===== config.mk =====
export PLATFORM = sky130hd
export DESIGN_NAME = ps2_kbd_tx
export DESIGN_NICKNAME = d
export VERILOG_FILES = /design/src/rtl/ps2_pkg.sv /design/src/rtl/ps2_tx_fifo.sv /design/src/rtl/ps2_kbd_tx.sv
export SDC_FILE = /design/constraint.sdc
export NUM_CORES = 1
export LEC_CHECK = 0
export CAP_MARGIN = 20
export CORE_UTILIZATION = 45
export DETAILED_ROUTE_END_ITERATION = 8
export PLACE_DENSITY = 0.61
export SYNTH_ARGS = -nofsm -noshare
export SYNTH_HDL_FRONTEND = slang
export SYNTH_SLANG_ARGS = --single-unit

===== constraint.sdc =====
create_clock -name clk_sys -period 2.9 [get_ports clk_sys]
set_input_delay 0.725 -clock clk_sys [delete_from_list [all_inputs] [get_ports clk_sys]]
set_output_delay 0.725 -clock clk_sys [all_outputs]
set_load 0.05 [all_outputs]

===== src/rtl/ps2_pkg.sv =====
// ----------------------------------------------------------------------------
// ps2_pkg
// Shared types and helpers for the device-side PS/2 keyboard transmitter.
//   ps2_tx_state_t : bit-level FSM states (IDLE, SETUP, LOW, GAP)
//   PS2_FRAME_BITS : bits per PS/2 frame (start + 8 data + parity + stop)
//   odd_parity()   : parity bit that makes the 9-bit data+parity field odd
// ----------------------------------------------------------------------------
package ps2_pkg;

    typedef enum logic [1:0] {
        IDLE  = 2'd0,
        SETUP = 2'd1,
        LOW   = 2'd2,
        GAP   = 2'd3
    } ps2_tx_state_t;

    localparam int PS2_FRAME_BITS = 11;

    function automatic logic odd_parity(input logic [7:0] b);
        return ~^b;
    endfunction

endpackage


===== src/rtl/ps2_tx_fifo.sv =====
// ----------------------------------------------------------------------------
// ps2_tx_fifo
// Small synchronous first-word fall-through FIFO for scancode bytes.
//   clk, reset : system clock, synchronous active-high reset
//   push, din  : write request and byte; ignored while full, even when a pop
//                happens in the same cycle
//   pop, dout  : read request; dout is valid whenever empty is low
//   full/empty : registered status flags derived from the next occupancy
//   level      : current occupancy, 0 .. 2**AW
// ----------------------------------------------------------------------------
module ps2_tx_fifo #(
    parameter int AW = 2
) (
    input  logic          clk,
    input  logic          reset,
    input  logic          push,
    input  logic          pop,
    input  logic [7:0]    din,
    output logic [7:0]    dout,
    output logic          full,
    output logic          empty,
    output logic [AW:0]   level
);

    localparam int DEPTH = 1 << AW;
    localparam logic [AW:0] DEPTH_L = {1'b1, {AW{1'b0}}};

    logic [7:0]    mem_q [DEPTH];
    logic [AW-1:0] wr_ptr_q, wr_ptr_d;
    logic [AW-1:0] rd_ptr_q, rd_ptr_d;
    logic [AW:0]   level_q, level_d;
    logic          full_q, full_d;
    logic          empty_q, empty_d;
    logic          push_ok;
    logic          pop_ok;

    // Qualify against the registered flags so a full FIFO never takes a
    // write, regardless of a concurrent pop.
    assign push_ok = push & ~full_q;
    assign pop_ok  = pop & ~empty_q;

    always_comb begin
        wr_ptr_d = wr_ptr_q;
        rd_ptr_d = rd_ptr_q;
        level_d  = level_q;
        if (push_ok) begin
            wr_ptr_d = wr_ptr_q + 1'b1;
        end
        if (pop_ok) begin
            rd_ptr_d = rd_ptr_q + 1'b1;
        end
        case ({push_ok, pop_ok})
            2'b10:   level_d = level_q + 1'b1;
            2'b01:   level_d = level_q - 1'b1;
            default: level_d = level_q;
        endcase
        full_d  = (level_d == DEPTH_L);
        empty_d = (level_d == '0);
    end

    always_ff @(posedge clk) begin
        if (reset) begin
            wr_ptr_q <= '0;
            rd_ptr_q <= '0;
            level_q  <= '0;
            full_q   <= 1'b0;
            empty_q  <= 1'b1;
        end else begin
            wr_ptr_q <= wr_ptr_d;
            rd_ptr_q <= rd_ptr_d;
            level_q  <= level_d;
            full_q   <= full_d;
            empty_q  <= empty_d;
        end
    end

    // Storage needs no reset: contents are only visible through the pointers.
    always_ff @(posedge clk) begin
        if (push_ok) begin
            mem_q[wr_ptr_q] <= din;
        end
    end

    assign dout  = mem_q[rd_ptr_q];
    assign full  = full_q;
    assign empty = empty_q;
    assign level = level_q;

endmodule


===== src/rtl/ps2_kbd_tx.sv =====
// ----------------------------------------------------------------------------
// ps2_kbd_tx
// Device-side PS/2 keyboard transmitter. Bytes are queued in a small FIFO and
// sent as 11-bit PS/2 frames (start 0, data LSB first, odd parity, stop 1)
// with a generated bus clock, followed by an idle gap.
//   clk_sys, reset : only clock, synchronous active-high reset
//   tx_data/tx_valid/tx_ready : byte input handshake
//   ps2_clk, ps2_data         : bus lines, straight from flops, idle high
//   busy        : frame or gap in progress, or bytes still queued
//   fifo_level  : FIFO occupancy
//   dbg_state   : current FSM state, for observation only
//
// Handshake: a byte is transferred on every clk_sys rising edge where
// tx_valid and tx_ready are both high; tx_ready depends only on FIFO
// occupancy, never on tx_valid, and the source holds tx_data while waiting.
// ----------------------------------------------------------------------------
module ps2_kbd_tx #(
    parameter int CLK_DIV = 720,
    parameter int GAP     = 1800,
    parameter int FIFO_AW = 2
) (
    input  logic                   clk_sys,
    input  logic                   reset,
    input  logic [7:0]             tx_data,
    input  logic                   tx_valid,
    output logic                   tx_ready,
    output logic                   ps2_clk,
    output logic                   ps2_data,
    output logic                   busy,
    output logic [FIFO_AW:0]       fifo_level,
    output ps2_pkg::ps2_tx_state_t dbg_state
);

    import ps2_pkg::*;

    localparam int HALF_W = (CLK_DIV > 2) ? $clog2(CLK_DIV) : 1;
    localparam int GAP_W  = (GAP > 1) ? $clog2(GAP) : 1;
    localparam logic [HALF_W-1:0] HALF_LOAD = HALF_W'(CLK_DIV - 1);
    localparam logic [GAP_W-1:0]  GAP_LOAD  = GAP_W'(GAP - 1);
    localparam logic [3:0]        LAST_BIT  = 4'(PS2_FRAME_BITS - 1);

    ps2_tx_state_t     state_q, state_d;
    logic [HALF_W-1:0] half_cnt_q, half_cnt_d;
    logic [GAP_W-1:0]  gap_cnt_q, gap_cnt_d;
    logic [10:0]       shift_q, shift_d;
    logic [3:0]        bit_idx_q, bit_idx_d;
    logic              ps2_clk_q, ps2_clk_d;
    logic              ps2_data_q, ps2_data_d;

    logic              fifo_pop;
    logic [7:0]        fifo_dout;
    logic              fifo_full;
    logic              fifo_empty;

    ps2_tx_fifo #(
        .AW (FIFO_AW)
    ) u_fifo (
        .clk   (clk_sys),
        .reset (reset),
        .push  (tx_valid),
        .pop   (fifo_pop),
        .din   (tx_data),
        .dout  (fifo_dout),
        .full  (fifo_full),
        .empty (fifo_empty),
        .level (fifo_level)
    );

    // Counters count down from their load value and advance the FSM at zero,
    // so each state lasts exactly CLK_DIV (or GAP) cycles including entry.
    always_comb begin
        state_d    = state_q;
        half_cnt_d = half_cnt_q;
        gap_cnt_d  = gap_cnt_q;
        shift_d    = shift_q;
        bit_idx_d  = bit_idx_q;
        ps2_clk_d  = ps2_clk_q;
        ps2_data_d = ps2_data_q;
        fifo_pop   = 1'b0;

        case (state_q)
            IDLE: begin
                ps2_clk_d  = 1'b1;
                ps2_data_d = 1'b1;
                if (!fifo_empty) begin
                    fifo_pop   = 1'b1;
                    shift_d    = {1'b1, odd_parity(fifo_dout), fifo_dout, 1'b0};
                    bit_idx_d  = '0;
                    half_cnt_d = HALF_LOAD;
                    ps2_data_d = 1'b0;  // start bit goes out on the pop edge
                    state_d    = SETUP;
                end
            end

            SETUP: begin
                if (half_cnt_q == '0) begin
                    ps2_clk_d  = 1'b0;
                    half_cnt_d = HALF_LOAD;
                    state_d    = LOW;
                end else begin
                    half_cnt_d = half_cnt_q - 1'b1;
                end
            end

            LOW: begin
                if (half_cnt_q == '0) begin
                    ps2_clk_d = 1'b1;
                    if (bit_idx_q < LAST_BIT) begin
                        // Next bit changes together with the clock rising,
                        // so data only ever moves while the clock is high.
                        bit_idx_d  = bit_idx_q + 4'd1;
                        shift_d    = {1'b1, shift_q[10:1]};
                        ps2_data_d = shift_q[1];
                        half_cnt_d = HALF_LOAD;
                        state_d    = SETUP;
                    end else begin
                        ps2_data_d = 1'b1;
                        gap_cnt_d  = GAP_LOAD;
                        state_d    = ps2_pkg::GAP;
                    end
                end else begin
                    half_cnt_d = half_cnt_q - 1'b1;
                end
            end

            ps2_pkg::GAP: begin
                if (gap_cnt_q == '0) begin
                    state_d = IDLE;
                end else begin
                    gap_cnt_d = gap_cnt_q - 1'b1;
                end
            end

            default: begin
                state_d    = IDLE;
                ps2_clk_d  = 1'b1;
                ps2_data_d = 1'b1;
            end
        endcase
    end

    always_ff @(posedge clk_sys) begin
        if (reset) begin
            state_q    <= IDLE;
            half_cnt_q <= '0;
            gap_cnt_q  <= '0;
            shift_q    <= '1;
            bit_idx_q  <= '0;
            ps2_clk_q  <= 1'b1;
            ps2_data_q <= 1'b1;
        end else begin
            state_q    <= state_d;
            half_cnt_q <= half_cnt_d;
            gap_cnt_q  <= gap_cnt_d;
            shift_q    <= shift_d;
            bit_idx_q  <= bit_idx_d;
            ps2_clk_q  <= ps2_clk_d;
            ps2_data_q <= ps2_data_d;
        end
    end

    assign ps2_clk   = ps2_clk_q;
    assign ps2_data  = ps2_data_q;
    assign tx_ready  = ~fifo_full;
    // Drops on the cycle IDLE is entered with nothing queued.
    assign busy      = (state_q != IDLE) | ~fifo_empty;
    assign dbg_state = state_q;

endmodule

==> summary.md <==
| Metric | Value |
|---|---|
| Status | `complete, no violations` |
| Clock transition at path regs | `about 80 ps` |
| Clock period minus worst slack | `~2700 ps` |
| Fillcell total | `slightly above 700` |
| EDFF count, synth | `32` |
| Chip height | `92.0 um` |
| Non-filler cells, final | `between 400 and 500` |
| TritonCTS Sinks | `81` |
| # diodes | `0` |
| Hold crit path type | `reg2reg` |
| Clk_lat worst skew | `350 ps` |
| Total Power | `between 0.004 and 0.005 W` |
| Number of nets with antenna violations after routing | `0` |
| Crit share post-route | `slightly above 90%` |
| Total placed cells including tap cells | `around 440` |
| Crit-path slowest cell | `or3b_2` |
| Ratio of cells with drive above 1 in the final layout | `a little under an eighth` |
| Synth top cells by count | `dfxtp_1 (49), edfxtp_1 (32), nor2_1 (26)` |
| Post-Syn Area | `approximately 3600 um^2` |
| Routed vias | `about 2500` |
| Max Cap Viol | `0` |
| Critical Path Start | `half_cnt_q[0]` |
| R2R Setup Slk | `between 200 and 250 ps` |
| Nets | `approximately 370` |
| Residual DRC | `0` |
| First-pass GRT wire length | `~11000 um` |
| Yosys warns | `0` |
| Crit Path Max Fanout | `12` |
| Maximum number of pins on one net before global-route repair | `33` |
| Worst Max-Slew Pin Slew | `~570 ps` |
| Worst slew margin | `approximately 61%` |
| Synth top area share | `about 27%` |
| Unique masters post-synth | `50` |
| Crit-path cells | `inv_1 > ha_1 > or3b_2 > or4_4 > a22o_2 > buf_4 > or3_1 > a21oi_1` |
| Drt total wl | `~6700 um` |
| Setup ws final | `around 230 ps` |
| Starting Density | `between 40% and 50%` |
| Core ar. | `7770 um^2` |
| Synthesized area per cell | `between 10 and 15 um^2` |
| DPL Wire Length | `4710 um` |
| Vias in the first global route | `about 2400` |
| GPL Wtd Cong | `0.730` |
| Worst R2R Start | `half_cnt_q[0]` |
| CP max stage delay | `between 500 and 600 ps` |
| Pre-CTS setup slack | `10.9 ps` |
| Crit path launch type | `register` |
| DR pass1 iterations | `4` |
| Total gr overflow | `0` |
| Area leader, netlist | `dfxtp_1` |
| HP Start | `gap_cnt_q[10]` |
| Yosys reg bits | `81` |
| CTS max path bufs | `2` |
| Worst VDD drop | `0.469 mV` |
| Mapped Nets | `between 300 and 400` |
| Overall Global Routing Usage | `17.3%` |
| Unrepaired setup endpoints after global routing | `false` |
| Crit Path Category | `reg2reg` |
| Top post-synthesis cells by area | `dfxtp_1 (27%), edfxtp_1 (26%), mux4_2 (4.9%)` |
| DRT met1 WL | `between 3000 and 4000 um` |
| WL met3 | `263 um` |
| Setup violators final | `0` |
| Avg WL per Cell | `14.8 um` |
| Hold Vio Cnt, Final | `0` |
| CP Capture Type | `register` |
| Pwr dens | `approximately 1000 nW/um^2` |
| CTS tree | `done` |
| Iteration-0 DRC Markers | `roughly 130` |
| Asr flop ratio synth | `0%` |
| Main synth FF type | `dfxtp_1` |
| H-tree depth | `3` |
| Data arrival, critical path | `2950 ps` |
| Post-synthesis cell count | `~330` |
| Fmax | `0.374 GHz` |
| Ports | `20` |
| Sequential share of the synthesized area | `approximately 53%` |
| Final Max Tran Viols | `0` |
| Fin util | `between 50 and 60%` |
| Row cnt | `32` |
| CTS buffer count | `9` |
| Routed met2 length | `3110 um` |
| Die footprint | `roughly 8500 um^2` |
| Area delta synth->final | `14.8%` |
| Via density | `between 5 and 6` |
| Hold-fix buffers, CTS | `0` |
| Port bufs | `19` |
| Setup_tns | `0 ps` |
| Most numerous cell in the Yosys netlist | `dfxtp_1` |
| Root Driver | `clkbuf_8` |
| Worst EP required | `3180 ps` |
| Die W | `a little over 90 um` |
| Top sig layer | `met4` |
| Initial antenna violation count | `0` |
| Setup Skew | `6.50 ps` |
| Leak Pwr | `between 1 and 1.5 nW` |
[worst max-delay path: cells and delay by family, from the launching register on]
kind	cells	cell delay (ps)
buffers and inverters	2	230
adder cells (fa/ha/maj)	1	260
flip-flops	1	340
AND/OR/NAND/NOR	3	1280
AO/OA/AOI/OAI	2	480
[cell usage in the layout, fill, tap and decap left out, types with 2 or more instances in the layout]
cell type	n
o211ai_1	10
clkdlybuf4s50_1	18
o41ai_1	4
nand2b_1	4
o21a_1	2
xor2_1	10
a211oi_1	5
a31oi_1	3
edfxtp_1	32
mux2i_1	10
o31ai_1	3
clkbuf_8	9
inv_1	15
nand4_1	6
o21ai_0	6
nor4_1	2
a21oi_1	20
nand3_1	3
nor3_1	8
or3_1	8
ha_1	13
nand2_1	17
and3_1	2
or4_1	6
xnor2_1	9
dfxtp_1	49
bufinv_16	2
and2_1	6
nor2_1	26
buf_4	11
mux4_2	8
nand4b_1	3
[state kept, by name, indices dropped and copies added (netlist names), 2 cells and up, named ones only]
name / flops
u_fifo.rd_ptr_q: 2
bit_idx_q: 4
u_fifo.wr_ptr_q: 2
gap_cnt_q: 11
u_fifo.level: 3
dbg_state: 2
u_fifo.mem_q: 32
shift_q: 9
half_cnt_q: 10
[through the flow]
step	hold slack, ps	area [um^2]
6_report	469	4190
5_1_grt	509	4190
4_1_cts	469	4180
3_5_place_dp	458	3960
3_3_place_gp	453	3960
2_1_floorplan	442	3640
[worst paths after layout]
kind                   endpoint  cells after the start
setup reg to reg   gap_cnt_q[7]                      8
hold reg to reg   gap_cnt_q[10]                      2
setup / recovery   gap_cnt_q[7]                      8
hold / removal    gap_cnt_q[10]                      2
[metal layers]
| metal | vias up | GRT usage, % |
|---|---|---|
| li1 | 1248 | - |
| met2 | 44 | 27.2 |
| met4 | 0 | 5.86 |
| met1 | 1206 | 23.3 |
| met3 | 8 | 4.48 |
| met5 | - | 0 |
[power breakdown]
part / internal [W] / switching, W
Sequential: 0.00142 / 0.000203
Clock: 0.000493 / 0.000414
Combinational: 0.000808 / 0.00105
[what timing repair did]
item                       CTS  global route
gates resized for setup      0             1
setup buffers                0             0
setup endpoints to repair    0             1
[kinds of logic (layout without fill, tap and decap cells)]
kind of cell               after synthesis  in the layout  synth area share [%]
AOI/OAI and AO/OA                       63             63                  11.5
xor gates and xnor gates                19             19                  4.57
adders and majority gates               14             14                  5.01
buffers and inverters                   33             60                  3.64
DFF                                     81             81                  53.3
muxes                                   18             18                  7.69
and+or+nand+nor                         98             98                  14.3
[layout make-up]
class,count,area [um^2],area share [%]
Sequential cell,81,1940,46.4
Multi-Input combinational cell,212,1570,37.5
Timing Repair Buffer,29,263,6.28
Tap cell,102,128,3.05
Clock buffer,9,124,2.96
Clock inverter,7,101,2.42
Inverter,15,56.3,1.35
Power figures use the tool's default switching activity.
